===== config.mk =====
export PLATFORM = sky130hd
export DESIGN_NAME = traffic_lamp_monitor
export DESIGN_NICKNAME = d
export VERILOG_FILES = /design/src/rtl/traffic_lamp_monitor.sv
export SDC_FILE = /design/constraint.sdc
export NUM_CORES = 1
export LEC_CHECK = 0
export BUFFER_PORTS_ARGS = -buffer_cell sky130_fd_sc_hd__buf_4
export CAP_MARGIN = 20
export CORE_MARGIN = 2
export CORE_UTILIZATION = 40
export DETAILED_ROUTE_END_ITERATION = 10
export GPL_TIMING_DRIVEN = 0
export PLACE_DENSITY = 0.67
export SLEW_MARGIN = 40
export SYNTH_ARGS = -nofsm -noshare
export SYNTH_HDL_FRONTEND = slang
export SYNTH_SLANG_ARGS = --single-unit

===== constraint.sdc =====
create_clock -name clk -period 2.7 [get_ports clk]
set_input_delay 0.135 -clock clk [delete_from_list [all_inputs] [get_ports clk]]
set_output_delay 0.135 -clock clk [all_outputs]
set_load 0.1 [all_outputs]

===== src/rtl/traffic_lamp_monitor.sv =====
// traffic_lamp_monitor: receiver-side checker for a one-hot red/yellow/green lamp interface.
// It decodes the lamp lines to a 2-bit code, tracks dwell time, checks the phase order
// RED->GREEN->YELLOW->RED and the dwell limits, and reports sticky faults and clean cycles.
module traffic_lamp_monitor #(
    parameter int CNT_W   = 16,
    parameter int RED_MIN = 8,
    parameter int RED_MAX = 32,
    parameter int GRN_MIN = 8,
    parameter int GRN_MAX = 32,
    parameter int YEL_MIN = 2,
    parameter int YEL_MAX = 8
) (
    input  logic             clk,
    input  logic             rst,
    input  logic             red,
    input  logic             yellow,
    input  logic             green,
    input  logic             clear_fault,
    output logic [1:0]       state_out,
    output logic             state_valid,
    output logic [CNT_W-1:0] dwell,
    output logic             cycle_done,
    output logic             fault,
    output logic [2:0]       fault_code,
    output logic [7:0]       fault_count
);

    localparam logic [1:0] C_RED = 2'b00;
    localparam logic [1:0] C_YEL = 2'b01;
    localparam logic [1:0] C_GRN = 2'b10;
    localparam logic [1:0] C_INV = 2'b11;

    localparam logic [2:0] EV_NONE  = 3'd0;
    localparam logic [2:0] EV_COMBO = 3'd1;
    localparam logic [2:0] EV_ORDER = 3'd2;
    localparam logic [2:0] EV_SHORT = 3'd3;
    localparam logic [2:0] EV_LONG  = 3'd4;

    // SYNC: no valid phase seen yet; PARTIAL: first phase, entered mid-way; TRACK: fully checked.
    typedef enum logic [1:0] {
        SYNC    = 2'd0,
        PARTIAL = 2'd1,
        TRACK   = 2'd2
    } fsm_e;

    fsm_e             fsm_q, fsm_d;
    logic [1:0]       state_q, state_d;
    logic             valid_q, valid_d;
    logic [CNT_W-1:0] dwell_q, dwell_d;
    logic             cycle_done_q, cycle_done_d;
    logic             fault_q, fault_d;
    logic [2:0]       fault_code_q, fault_code_d;
    logic [7:0]       fault_count_q, fault_count_d;
    // Set on a clean entry into RED while tracking; any fault event or resync clears it.
    logic             clean_q, clean_d;

    logic             changed;
    logic             both_valid;
    logic             legal_tr;
    logic             yel_to_red;
    logic [2:0]       event_code;

    function automatic logic [CNT_W-1:0] min_of(input logic [1:0] code);
        case (code)
            C_RED:   min_of = CNT_W'(RED_MIN);
            C_GRN:   min_of = CNT_W'(GRN_MIN);
            C_YEL:   min_of = CNT_W'(YEL_MIN);
            default: min_of = '0;
        endcase
    endfunction

    // Limit plus one: the dwell value on which the long-dwell event fires.
    function automatic logic [CNT_W-1:0] max_plus1_of(input logic [1:0] code);
        case (code)
            C_RED:   max_plus1_of = CNT_W'(RED_MAX + 1);
            C_GRN:   max_plus1_of = CNT_W'(GRN_MAX + 1);
            C_YEL:   max_plus1_of = CNT_W'(YEL_MAX + 1);
            default: max_plus1_of = '1;
        endcase
    endfunction

    // Decode the lamp lines and advance the dwell counter.
    always_comb begin
        // NOTE: every signal driven here gets a default first, so no path can infer a latch.
        state_d = C_INV;
        case ({red, yellow, green})
            3'b100:  state_d = C_RED;
            3'b010:  state_d = C_YEL;
            3'b001:  state_d = C_GRN;
            default: state_d = C_INV;
        endcase
        valid_d = (state_d != C_INV);
        changed = (state_d != state_q);
        if (changed) begin
            dwell_d = CNT_W'(1);
        end else if (dwell_q == '1) begin
            dwell_d = dwell_q;
        end else begin
            dwell_d = dwell_q + CNT_W'(1);
        end
    end

    // Classify this cycle's fault event (lowest code wins) and detect the clean YELLOW->RED.
    always_comb begin
        both_valid = (state_q != C_INV) && (state_d != C_INV);
        legal_tr   = ((state_q == C_RED) && (state_d == C_GRN)) ||
                     ((state_q == C_GRN) && (state_d == C_YEL)) ||
                     ((state_q == C_YEL) && (state_d == C_RED));
        yel_to_red = (fsm_q == TRACK) && (state_q == C_YEL) && (state_d == C_RED);

        event_code = EV_NONE;
        if ((state_d == C_INV) && (state_q != C_INV)) begin
            event_code = EV_COMBO;
        end else if (both_valid && changed && (fsm_q != SYNC) && !legal_tr) begin
            event_code = EV_ORDER;
        end else if (both_valid && changed && (fsm_q == TRACK) && (dwell_q < min_of(state_q))) begin
            event_code = EV_SHORT;
        end else if ((state_d != C_INV) && !changed && (fsm_q != SYNC) &&
                     (dwell_d == max_plus1_of(state_d))) begin
            event_code = EV_LONG;
        end

        cycle_done_d = yel_to_red && clean_q && (event_code == EV_NONE);

        clean_d = clean_q;
        if ((event_code != EV_NONE) || (state_d == C_INV)) begin
            clean_d = 1'b0;
        end else if (yel_to_red) begin
            clean_d = 1'b1;
        end
    end

    // Phase-tracking FSM: resync on any invalid code, then one partial phase before full checks.
    always_comb begin
        fsm_d = fsm_q;
        if (state_d == C_INV) begin
            fsm_d = SYNC;
        end else begin
            case (fsm_q)
                SYNC:    fsm_d = PARTIAL;
                PARTIAL: if (changed) fsm_d = TRACK;
                TRACK:   fsm_d = TRACK;
                default: fsm_d = SYNC;
            endcase
        end
    end

    // Sticky fault flag and first-code capture; a same-cycle event beats clear_fault.
    always_comb begin
        fault_d       = fault_q;
        fault_code_d  = fault_code_q;
        fault_count_d = fault_count_q;
        if (clear_fault) begin
            fault_d      = 1'b0;
            fault_code_d = EV_NONE;
        end
        if (event_code != EV_NONE) begin
            if (fault_count_q != 8'hFF) begin
                fault_count_d = fault_count_q + 8'd1;
            end
            if (!fault_q || clear_fault) begin
                fault_d      = 1'b1;
                fault_code_d = event_code;
            end
        end
    end

    // State register for every flop in the block.
    always_ff @(posedge clk or posedge rst) begin
        // NOTE: flops take non-blocking assignments so every register samples pre-edge values.
        if (rst) begin
            fsm_q         <= SYNC;
            state_q       <= C_INV;
            valid_q       <= 1'b0;
            dwell_q       <= '0;
            cycle_done_q  <= 1'b0;
            fault_q       <= 1'b0;
            fault_code_q  <= EV_NONE;
            fault_count_q <= 8'd0;
            clean_q       <= 1'b0;
        end else begin
            fsm_q         <= fsm_d;
            state_q       <= state_d;
            valid_q       <= valid_d;
            dwell_q       <= dwell_d;
            cycle_done_q  <= cycle_done_d;
            fault_q       <= fault_d;
            fault_code_q  <= fault_code_d;
            fault_count_q <= fault_count_d;
            clean_q       <= clean_d;
        end
    end

    assign state_out   = state_q;
    assign state_valid = valid_q;
    assign dwell       = dwell_q;
    assign cycle_done  = cycle_done_q;
    assign fault       = fault_q;
    assign fault_code  = fault_code_q;
    assign fault_count = fault_count_q;

endmodule

# After elaboration in Yosys (flattened, before gate mapping)
# Index checks and enable logic that the tools add are counted.
op_classes:
  n_addsub: 2
  magnitude_cmp: 1
  n_eq_ne: 17
  n_mux: 25
  reduce_logical: 34
op_table:
  columns: ["op", "n"]
  rows:
  - ["$mux W16", 7]
  - ["$pmux W16 S2", 1]
  - ["$mux W3", 7]
  - ["$logic_and A1 B1 Y1", 17]
  - ["$add A16 B1 Y16 const B", 1]
  - ["$eq A16 B16 Y1", 1]
  - ["$eq A16 B16 Y1 const B", 1]
  - ["$lt A16 B16 Y1", 1]
  - ["$pmux W2 S3", 2]
  - ["$add A8 B1 Y8 const B", 1]
  - ["$eq A2 B2 Y1 const B", 4]
  - ["$ne A8 B8 Y1 const B", 1]
  - ["$pmux W4 S2", 1]
  - ["$eq A2 B1 Y1 const B", 3]
  - ["$logic_not A2 Y1", 3]
  - ["$mux W1", 5]
  - ["$logic_or A1 B1 Y1", 4]
  - ["$mux W2", 2]
  - ["$ne A2 B2 Y1 const B", 2]
  - ["$reduce_bool A2 Y1", 2]
  - ["$reduce_or A2 Y1", 2]
  - ["$eq A3 B1 Y1 const B", 1]
  - ["$eq A3 B2 Y1 const B", 1]
  - ["$eq A3 B3 Y1 const B", 1]
  - ["other kinds (6)", 8]
totals:
  ff_bits: 35
  inputBits: 6
  output_inout_bits: 32
  elab_cells: 88

# Longest topological paths before layout
# Gate-level depths: netlist of the first run.
logic_depth:
  ltp_word: 24
  depth_mapped: 12
  mapped_depth_nobuf: 10

# Worst setup path before layout of the first run
# OpenSTA, ideal clock, no wires.
synth_path:
  path_kind: "flip-flop to flip-flop"
  from: "reg dwell_q[1], in the netlist dwell[1]"
  to: "reg fault_count_q[1], in the netlist fault_count[1]"
  setup_time_ns: 0.128
  t_arrival_ns: 3.521
  required_time_ns: 2.572
  path_slack_ns: -0.949
  stages_incl_launch_ff: 12
  path_buffers: 1
  synth_period_minus_slack_ns: 3.649
  path_cell_list: "dfrtp_1 -> ha_1 -> nand3_2 -> or4_1 -> buf_2 -> nand2_1 -> mux2i_1 -> a211o_1 -> and4bb_1 -> a31oi_1 -> nor2_1 -> mux2_1"
synth_via:
  elab_chain_cells: 11
  elab_cells_between_ends: 14
  classes_between: "1 x add/sub; 1 x order compare; 2 x eq/ne; 6 x mux; 4 x reduce/logical"
synth_lines:
  columns: ["item", "line_no", "rtl"]
  rows:
  - ["from (decl)", "49", "logic [CNT_W-1:0] dwell_q, dwell_d;"]
  - ["from (signal assigned)", "185", "dwell_q <= dwell_d;"]
  - ["$add A16 B1 Y16 or $eq A16 B16 Y1 (tied branches)", "99, 96", null]
  - ["$mux W16", "96", "end else if (dwell_q == '1) begin"]
  - ["$mux W16", "94", "if (changed) begin"]
  - ["$eq A16 B16 Y1", "119", "(dwell_d == max_plus1_of(state_d))) begin"]
  - ["$logic_and A1 B1 Y1", "118", "end else if ((state_d != C_INV) && !changed && (fsm_q != SYNC) &&"]
  - ["$mux W3", "118", null]
  - ["$mux W3 (*)", "116", "end else if (both_valid && changed && (fsm_q == TRACK) && (dwell_q < min_of(state_q))) begin"]
  - ["$mux W3 (*)", "114", "end else if (both_valid && changed && (fsm_q != SYNC) && !legal_tr) begin"]
  - ["$mux W3 (*)", "112", "if ((state_d == C_INV) && (state_q != C_INV)) begin"]
  - ["$reduce_bool A3 Y1 (*)", "157", "if (event_code != EV_NONE) begin"]
  - ["$reduce_and A2 Y1 (no line) (*)", null, null]
  - ["to (signal assigned)", "189", "fault_count_q <= fault_count_d;"]
  - ["to (decl)", "53", "logic [7:0] fault_count_q, fault_count_d;"]
# Every way passes the cells marked *; elsewhere a longest branch is shown, timed or not.
# A chain may end at the register's enable or synchronous reset.

# Final worst setup path of the first run
layout_path:
  from: "reg dwell_q[11], in the netlist dwell[11]"
  to: "reg fault_count_q[6], in the netlist fault_count[6]"
layout_via:
  elab_chain_cells: 11
  elab_cells_between_ends: 14
  classes_between: "1 x add/sub; 1 x order compare; 2 x eq/ne; 6 x mux; 4 x reduce/logical"
layout_lines:
  columns: ["item", "line_no"]
  rows:
  - ["$eq A16 B16 Y1", "96"]
  - ["$mux W16", "96"]
  - ["$mux W16", "94"]
  - ["via dwell_d[7]", "49"]
  - ["$eq A16 B16 Y1", "119"]
  - ["$logic_and A1 B1 Y1", "118"]
  - ["$mux W3", "118"]
  - ["$mux W3", "116"]
  - ["$mux W3", "114"]
  - ["$mux W3", "112"]
  - ["$reduce_bool A3 Y1", "157"]
  - ["$reduce_and A2 Y1 (no line)", null]
# The timed path passes the listed nets, and every way through them passes these cells.

==> results of run 1 <==
-- layer usage --
metal / vias to the layer above / global-route usage / routed length (um)
met1: 1134 / 0.2849 / 2854
met5: - / 0 / 0
li1: 1066 / - / -
met4: 0 / 0.09310 / 317
met2: 142 / 0.3729 / 3496
met3: 38 / 0.04091 / 530
-- what timing repair did --
action,4_1_cts,5_1_grt
setup endpoints to repair,14,14
buffers inserted,32,12
endpoints found under the hold margin,0,33
hold buffers,0,1
gates resized for setup,42,17
pin swaps,17,25
-- stage by stage --
stage / TNS [ps] / utilization / instance area, um2 / setup slack [ps]
floorplan: -2292 / - / 2372 / -324.0
global placement: -7594 / 0.5007 / 2740 / -722.0
detailed placement: -7609 / 0.5007 / 2740 / -720.2
CTS: -784.3 / 0.6004 / 3286 / -130.7
global route: -2107 / 0.6317 / 3457 / -281.1
finish: -970.1 / 0.6317 / 3457 / -185.6
-- power breakdown --
group          leakage (uW)  switching [uW]  internal, uW
registers          0.000430            94.1           607
clock network     0.0000581             212           275
logic               0.00103             745           296
-- path summary, 6_finish.rpt --
kind                       slack, ps  cells past startpoint      startpoint              to
hold reg to reg                  520                      1  fault_count[3]  fault_count[3]
max in group asynchronous       1800                      3             rst        dwell[4]
min in group asynchronous        450                      3             rst       dwell[14]
setup reg to reg                -190                      9       dwell[11]  fault_count[6]
setup / recovery                -190                      9       dwell[11]  fault_count[6]
hold / removal                   130                      3     clear_fault   fault_code[0]
-- cell type report --
class	count	share of cell area
tap	72	0.02606
buffer	6	0.01665
clock inverter	3	0.01267
multi-input combinational	190	0.4658
sequential	35	0.2722
inverter	8	0.009048
timing repair buffer	81	0.1777
clock buffer	5	0.01991
-- cells by family (layout without fill, tap and decap cells) --
| family | Yosys count | after routing | share of synthesized area |
|---|---|---|---|
| buf+inv | 20 | 103 | 0.04148 |
| xor+xnor | 14 | 14 | 0.05420 |
| simple gates | 113 | 113 | 0.2843 |
| mux | 8 | 8 | 0.03650 |
| fa+ha+maj | 7 | 7 | 0.03761 |
| flops | 35 | 35 | 0.3883 |
| compound gates | 48 | 48 | 0.1576 |
-- state kept, by name, summed over array words and instances (netlist names) --
register and count:
clean_q 1, dwell 16, fault_count 8, state_valid 1
fault_code 3, cycle_done 1, state_out 2, fault 1
fsm_q 2
-- critical path, delay by kind of cell, from the launching register on --
| family | cells | cell delay [ps] |
|---|---|---|
| and+or+nand+nor | 7 | 1830 |
| muxes | 1 | 340 |
| AOI/OAI and AO/OA | 1 | 150 |
| DFF | 1 | 450 |
-- Yosys cell counts (2+ instances only) --
library cell,instances
a211o_1,3
a21oi_1,5
a22oi_1,2
a2bb2oi_1,4
a31oi_1,3
and2_1,3
and3_1,9
and4_1,3
buf_2,6
clkbuf_1,4
dfrtp_1,33
dfstp_2,2
ha_1,6
inv_1,8
mux2i_1,6
nand2_1,17
nand2b_1,9
nand3_1,7
nand4_1,7
nor2_1,23
nor2b_1,7
nor3_1,9
nor4_1,6
nor4b_1,2
o21ai_0,11
o32a_1,3
or3_1,3
xnor2_1,4
xor2_1,10
==> flow_summary.yaml, run 1 <==
setup_path:
  crit_path_end_kind: "register"
  worstPathMaxFanout: 5
  critical_path.startpoint_type: "register"
  crit_required_ps: 2880
  cp_cell_sequence: "nand4_1 -> or3_1 -> and4_1 -> nor3_4 -> nand2_1 -> and4bb_2 -> and3_2 -> o21ai_1 -> mux2_2"
  arrival_ps: 3070
  slowest_stage: "dfrtp_4"
  worstSetupPathType: "reg -> reg"
  cpPeakStageDelay_ps: 450
hold_path:
  min_path_type: "in -> reg"
job:
  drv_cap: 0
clocking:
  clock_path_buffers: 2
  cts.sinks: 35
  cts_tree: "built"
  clk_latency_ps: 300
  numCtsBuffers: 5
  cts.clk_slew.worst_paths_ps: 90
  ctsRootBufferMaster: "clkbuf_8"
  h-tree-depth: 2
timing:
  worstMarginPinSlew_ps: 650.4
  setup_slack_ps: -185.6
  final-setup-viol-count: 10
  finClkSkew_ps: 14.23
  finalHoldViolCount: 0
  relSlewSlack: 0.5627
  min_period_over_period: 1.069
  rsz0062_at_grt: "true"
  fmax_mhz: 346.5
  fin_hold_ws_ps: 129.9
  timing.final.crit_period_ps: 2886
  drv_slew: 0
drt:
  num_vias: 2380
  drt_iter0_markers: 222
  drc_errors: 0
  drt-total-wl_um: 7199
  wire_per_inst_um: 18.00
  routed_via_density: 5.950
  firstDrtPassIters: 7
  ant_nets: 0
logic_synthesis:
  seq_area_frac_synth: 0.3883
  ys_ff_latch: 35
  synth_warnings: 0
  synth_nets: 257
  ys.flop_type: "dfrtp_1"
  synth.top_cell.area_share: 0.3650
  synth_edf_count: 0
  yosysUniqueCellTypes: 59
  syn_inst: 245
  syn_area_um2: 2262
  synth_area_per_cell_um2: 9.233
  yosys-top-cells-area: "dfrtp_1 (37%), xor2_1 (3.9%), nor2_1 (3.8%)"
  synth_area_leader_cell: "dfrtp_1"
  synthArstFlopShare: 1.000
finish:
  nets: 339
  n_antenna_cell: 0
  syn_to_final_growth_pct: 52.82
  drive_gt1_frac: 0.4756
  multi_input_area_um2: 1610
  final_cell_count_no_fill: 400
  final_cell_mix: "buf_4 (79), nor2_1 (20), dfrtp_1 (17), nand2_1 (16), dfrtp_4 (14)"
  final_common_cell: "buf_4"
  num-fill-cells: 417
  seq_area_um2: 940.9
die:
  die_w_um: 79.20
  die_y_um: 79.20
  die_area_um2: 6273
  ioPinCount: 38
  start_util: 0.4134
  core_area_um2: 5473
  rows: 27
place:
  dpl.hpwl_um: 4230
  dp_cells: 354
  gp_congestion: 0.8968
  port_buffers: 37
global_route:
  grt_pass1_vias: 2222
  track_usage: 0.2237
  grt_overflow_total: 0
  grt_max_degree: 36
  antenna_found_initial: 0
  grt_pass1_wl_um: 10920
power:
  peakVddDrop_v: 0.0006210
  p_leak_uw: 0.001517
  powerDensity_nw_per_um2: 645.2
  power_uw: 2230
status:
  status: "finished, violations left"
  violations: "setup timing"
(Power assumes the default switching activity.)
==> run 2, diff against run 1 <==
Settings changed: CELL_PAD_IN_SITES_DETAIL_PLACEMENT set to 0, CELL_PAD_IN_SITES_GLOBAL_PLACEMENT set to 1, CORE_UTILIZATION 40 to 39, PLACE_DENSITY 0.67 to 0.82.
==> run 2 against run 1 <==
Effect of this change:
- the flow still finishes with violations (setup timing)
- non-clock buffer count fell by 9
- first-iteration DRC count is 2.3% lower
- design area shrank 4.2%
- utilization decreased by 3.4 points
- total power down 0.28%
- critical path type unchanged
- worst hold slack better by 0.98 ps
- register-to-register slack improved by 20 ps
- clock power decreased by 2%
- count of clock-buffer cells in the layout is the same
- routed wire length is 10% lower
- clock skew down 11 ps
==> flow_summary.yaml, run 2 (same netlist as run 1, synthesis figures left out) <==
setup_path:
  arrival_ps: 3090
  crit_required_ps: 2920
  r2r_start: "dwell[9]"
  worstPathMaxFanout: 8
  cpLargestDelayFamily: "simple AND/OR/NAND/NOR gates"
  worstRegToRegCells: 10
  path_depth: 10
  critical_path.startpoint_type: "register"
  cp-startpoint: "dwell[9]"
  crit_path_end_kind: "register"
  cpPeakStageDelay_ps: 640
  critPathCapture: "fault_count[3]"
  slowest_stage: "or4_4"
  rr_endpoint: "fault_count[3]"
  rrSetupSlack_ps: -170
  crit_buf_inv: 1
  cp_cell_sequence: "nand4_1 -> or4_4 -> nand2_2 -> mux2i_2 -> a211o_1 -> and4bb_2 -> a31oi_4 -> buf_6 -> nor4b_4 -> xor2_1"
  worstSetupPathType: "reg -> reg"
drt:
  routed_via_density: 5.706
  firstDrtPassIters: 5
  drc_errors: 0
  drt-total-wl_um: 6470
  num_vias: 2231
  ant_nets: 0
  drt_iter0_markers: 217
  wire_per_inst_um: 16.55
finish:
  final_common_cell: "buf_4"
  final_core_util: 0.5980
  nets: 330
  seq_area_um2: 940.9
  multi_input_area_um2: 1536
  fin_area_um2: 3313
  largest_reg_flops: 16
  drive_gt1_frac: 0.4357
  n_antenna_cell: 0
  syn_to_final_growth_pct: 46.46
  num-fill-cells: 487
  final_cell_mix: "buf_4 (70), nor2_1 (19), dfrtp_1 (17), nand2_1 (16), dfrtp_4 (14)"
place:
  port_buffers: 37
  dpl.hpwl_um: 4257
  gp_congestion: 0.8274
  postPlaceCellArea_um2: 2740
power:
  power_uw: 2224
  powerDensity_nw_per_um2: 671.3
  p_leak_uw: 0.001438
  peakVddDrop_v: 0.0006482
die:
  core_area_um2: 5540
  ioPinCount: 38
  die_area_um2: 6426
  die_y_um: 80.16
  start_util: 0.4083
  rows: 27
  die_w_um: 80.16
timing:
  setup_slack_ps: -167.5
  final-setup-viol-count: 10
  drv_slew: 0
  min_period_over_period: 1.062
  timing.final.crit_period_ps: 2867
  fmax_mhz: 348.7
  relSlewSlack: 0.5403
  finalHoldViolCount: 0
  worstMarginPinSlew_ps: 683.7
  rsz0062_at_grt: "true"
  finClkSkew_ps: 3.627
global_route:
  grt_pass1_wl_um: 10520
  antenna_found_initial: 0
  grt_pass1_vias: 2132
  track_usage: 0.2112
  grt_max_degree: 36
  grt_overflow_total: 0
clocking:
  h-tree-depth: 2
  clock_path_buffers: 2
  cts.clk_slew.worst_paths_ps: 80
  ctsRootBufferMaster: "clkbuf_8"
  clk_latency_ps: 290
  cts_tree: "built"
  numCtsBuffers: 5
  cts.sinks: 35
hold_path:
  min_path_type: "in -> reg"
status:
  violations: "setup timing"
  status: "finished, violations left"
job:
  drv_cap: 0
run 2: worst min-delay path by stage:
stage / slack (ps) / cells past startpoint / start / to
3_3_place_gp: 430 / 3 / clear_fault / fault_code[0]
6_report: 130 / 3 / clear_fault / fault_code[0]
5_1_grt: 160 / 3 / clear_fault / fault_code[0]
3_5_place_dp: 330 / 2 / rst / fault_count[3]
4_1_cts: 10 / 2 / rst / fault_count[3]
2_1_floorplan: 290 / 1 / rst / clean_q
run 2: per-layer routing:
layer,routed length (um),vias up,track usage,part of all wire
met5,0,-,0,0
met4,140,0,0.07627,0.022
met3,312,20,0.03820,0.048
met2,3097,84,0.3358,0.48
met1,2920,1076,0.2872,0.45
li1,-,1051,-,-
run 2: what timing repair did:
action,4_1_cts,5_1_grt
endpoints found under the hold margin,0,33
buffers inserted,30,3
gates resized for setup,30,16
pin swaps,19,21
endpoints found under the setup margin,14,13
hold buffers,0,1
run 2: stage by stage:
stage               cells  hold slack, ps  setup slack, ps  TNS (ps)
floorplan             245           288.0           -324.0     -2292
global placement      354           433.1           -748.6     -7967
detailed placement    354           327.2           -805.9     -8578
CTS                   388           10.09           -121.7    -827.5
global route          391           162.1           -230.2     -1776
finish                391           130.9           -167.5     -1090
run 2: area by class of cell:
| cell class | count | area share |
|---|---|---|
| clock buffers | 5 | 0.02077 |
| flip-flops and latches | 35 | 0.2840 |
| inverters | 8 | 0.009441 |
| multi-input cells | 190 | 0.4637 |
| clock inverters | 3 | 0.01322 |
| plain buffers | 7 | 0.01888 |
| well taps | 72 | 0.02719 |
| repair buffers | 71 | 0.1628 |
run 2: worst register-to-register path: stages, from the launching register on:
cell and delay, ps:
dfrtp_4 440, nand4_1 200, or4_4 640, nand2_2 100, mux2i_2 80, a211o_1 290
and4bb_2 340, a31oi_4 110, buf_6 160, nor4b_4 270, xor2_1 160
run 2: power breakdown:
| group | internal, uW | total (uW) | switching, uW |
|---|---|---|---|
| logic | 311 | 1050 | 737 |
| registers | 607 | 697 | 89.3 |
| clock network | 275 | 479 | 205 |
==> run 3, diff against run 2 <==
Settings changed: PLACE_DENSITY 0.82 to unset, PLACE_DENSITY_LB_ADDON set to 0.1.
==> run 3 against run 2 <==
Effect of this change:
- cell count increased by 2.3%
- clock power increased by 19%
- global-route usage increased by 1.3 points
- utilization increased by 3.3 points
- critical path depth unchanged
- design area increased by 5.6%
- combinational power increased by 4%
- maximum frequency increased by 0.84%
- highest routed layer unchanged
- register-to-register slack improved by 20 ps
- die area unchanged
- sequential share of layout area decreased by 1.5 points
- the flow still finishes with violations (setup timing)
- total power increased by 5.8%
==> flow_summary.yaml, run 3 (same netlist as run 1, synthesis figures left out) <==
die:
  core_area_um2: 5540
  die_area_um2: 6426
  rows: 27
  die_y_um: 80.16
  die_w_um: 80.16
  ioPinCount: 38
  start_util: 0.4083
place:
  port_buffers: 37
  dpl.hpwl_um: 4454
  gp_congestion: 0.8000
  dp_cells: 355
  detailedPlace.worstSlack_ps: -765.2
  postPlaceCellArea_um2: 2768
setup_path:
  worstRegToRegCells: 10
  cp-startpoint: "dwell[9]"
  crit_required_ps: 2880
  r2r_start: "dwell[9]"
  critPathCapture: "fault_count[1]"
  worstSetupPathType: "reg -> reg"
  crit_path_end_kind: "register"
  rr_endpoint: "fault_count[1]"
  critical_path.startpoint_type: "register"
  worstPathMaxFanout: 5
  arrival_ps: 3020
  rrSetupSlack_ps: -140
drt:
  drt_iter0_markers: 88
  wire_per_inst_um: 16.58
  num_vias: 2232
  drt-total-wl_um: 6630
  routed_via_density: 5.580
  firstDrtPassIters: 4
  drc_errors: 0
  ant_nets: 0
clocking:
  clk_latency_ps: 290
  h-tree-depth: 2
  numCtsBuffers: 5
  cts.sinks: 35
  cts.clk_slew.worst_paths_ps: 80
  clock_path_buffers: 2
  ctsRootBufferMaster: "clkbuf_8"
  cts_tree: "built"
finish:
  fin_area_um2: 3497
  multi_input_area_um2: 1609
  num-fill-cells: 482
  syn_to_final_growth_pct: 54.59
  nets: 339
  final_cell_mix: "buf_4 (79), nor2_1 (19), dfrtp_1 (17), nand2_1 (16), dfrtp_4 (14)"
  final_common_cell: "buf_4"
  largest_reg_flops: 16
  seq_area_um2: 940.9
  n_antenna_cell: 0
  final_cell_count_no_fill: 400
  drive_gt1_frac: 0.4756
  final_core_util: 0.6312
status:
  violations: "setup timing"
  status: "finished, violations left"
hold_path:
  min_path_type: "in -> reg"
power:
  p_int_uw: 1301
  p_leak_uw: 0.001502
  powerDensity_nw_per_um2: 673.0
  p_clk_frac: 0.243
  swShare: 0.4470
  peakVddDrop_v: 0.0005227
  p_sw_uw: 1052
  power_frac_comb: 0.463
  seqPwrFrac: 0.294
timing:
  fmax_mhz: 351.7
  rsz0062_at_grt: "true"
  worstMarginPinSlew_ps: 730.2
  finalHoldViolCount: 0
  drv_slew: 0
  finClkSkew_ps: 6.468
  final-setup-viol-count: 10
  relSlewSlack: 0.5090
  setup_slack_ps: -143.5
  min_period_over_period: 1.053
  setup_tns_ps: -890.2
  timing.final.crit_period_ps: 2844
global_route:
  grt_overflow_total: 0
  antenna_found_initial: 0
  grt_pass1_wl_um: 10990
  grt_pass1_vias: 2119
  track_usage: 0.2244
  grt_max_degree: 19
job:
  drv_cap: 0
==> run 3: changes by cell type in the layout (fill, tap and decap cells not counted), moves of 2 or more <==
cell	change
buf_4	+9
nor3_1	-3
nor3_2	+3
clkinv_2	-2
nor4_1	-2
o21ai_0	-2
==> run 3: per-stage QoR <==
| stage | hold slack [ps] | power (uW) |
|---|---|---|
| floorplan | 288.0 | 1437 |
| global placement | 434.9 | 1634 |
| detailed placement | 176.5 | 1655 |
| CTS | 128.8 | 2322 |
| global route | 140.8 | 2460 |
| finish | 135.6 | 2353 |
==> run 3: area by class of cell <==
class	count	share of cell area
multi-input cells	190	0.4601
plain buffers	7	0.02039
clock inverters	2	0.01717
clock buffers	6	0.02075
repair buffers	80	0.1782
inverters	8	0.008587
flip-flops and latches	35	0.2691
well taps	72	0.02576
==> run 3: routing by layer <==
layer  vias up  part of all wire  GRT usage
met5         -                 0          0
met2        81              0.49     0.3742
met4         0             0.017    0.06949
met1      1073              0.43     0.2946
li1       1067                 -          -
met3        11             0.059    0.04157
==> run 3: worst min path at each step <==
stage	cells after the start	slack, ps	from	end
after CTS	3	130	clear_fault	fault_code[0]
after global placement	3	430	clear_fault	fault_code[0]
after floorplan	1	290	rst	clean_q
after global routing	3	140	clear_fault	fault_code[0]
final	3	140	clear_fault	fault_code[0]
after detailed placement	2	180	rst	fault_count[3]
==> run 3: worst max-delay path: stages, from the launching register on <==
cell	delay, ps
dfrtp_4	440
nand4_1	180
buf_4	180
or4_4	490
nand2_2	100
mux2i_2	80
a211o_1	290
and4bb_2	340
a31oi_4	110
nor2_2	180
mux2_1	340
==> run 3: power groups by stage <==
stage | sequential, uW | clock [uW] | combinational, uW
4_1_cts | 692 | 582 | 1050
3_5_place_dp | 705 | 0 | 950
2_1_floorplan | 1160 | 0 | 274
3_3_place_gp | 702 | 0 | 933
6_report | 693 | 572 | 1090
5_1_grt | 710 | 603 | 1150
==> run 3: what timing repair did <==
item,in CTS,in global routing
pin swaps,23,16
resized for setup,45,18
hold buffers,1,0
endpoints found under the hold margin,17,0
setup endpoints to repair,14,14
buffers inserted,35,6
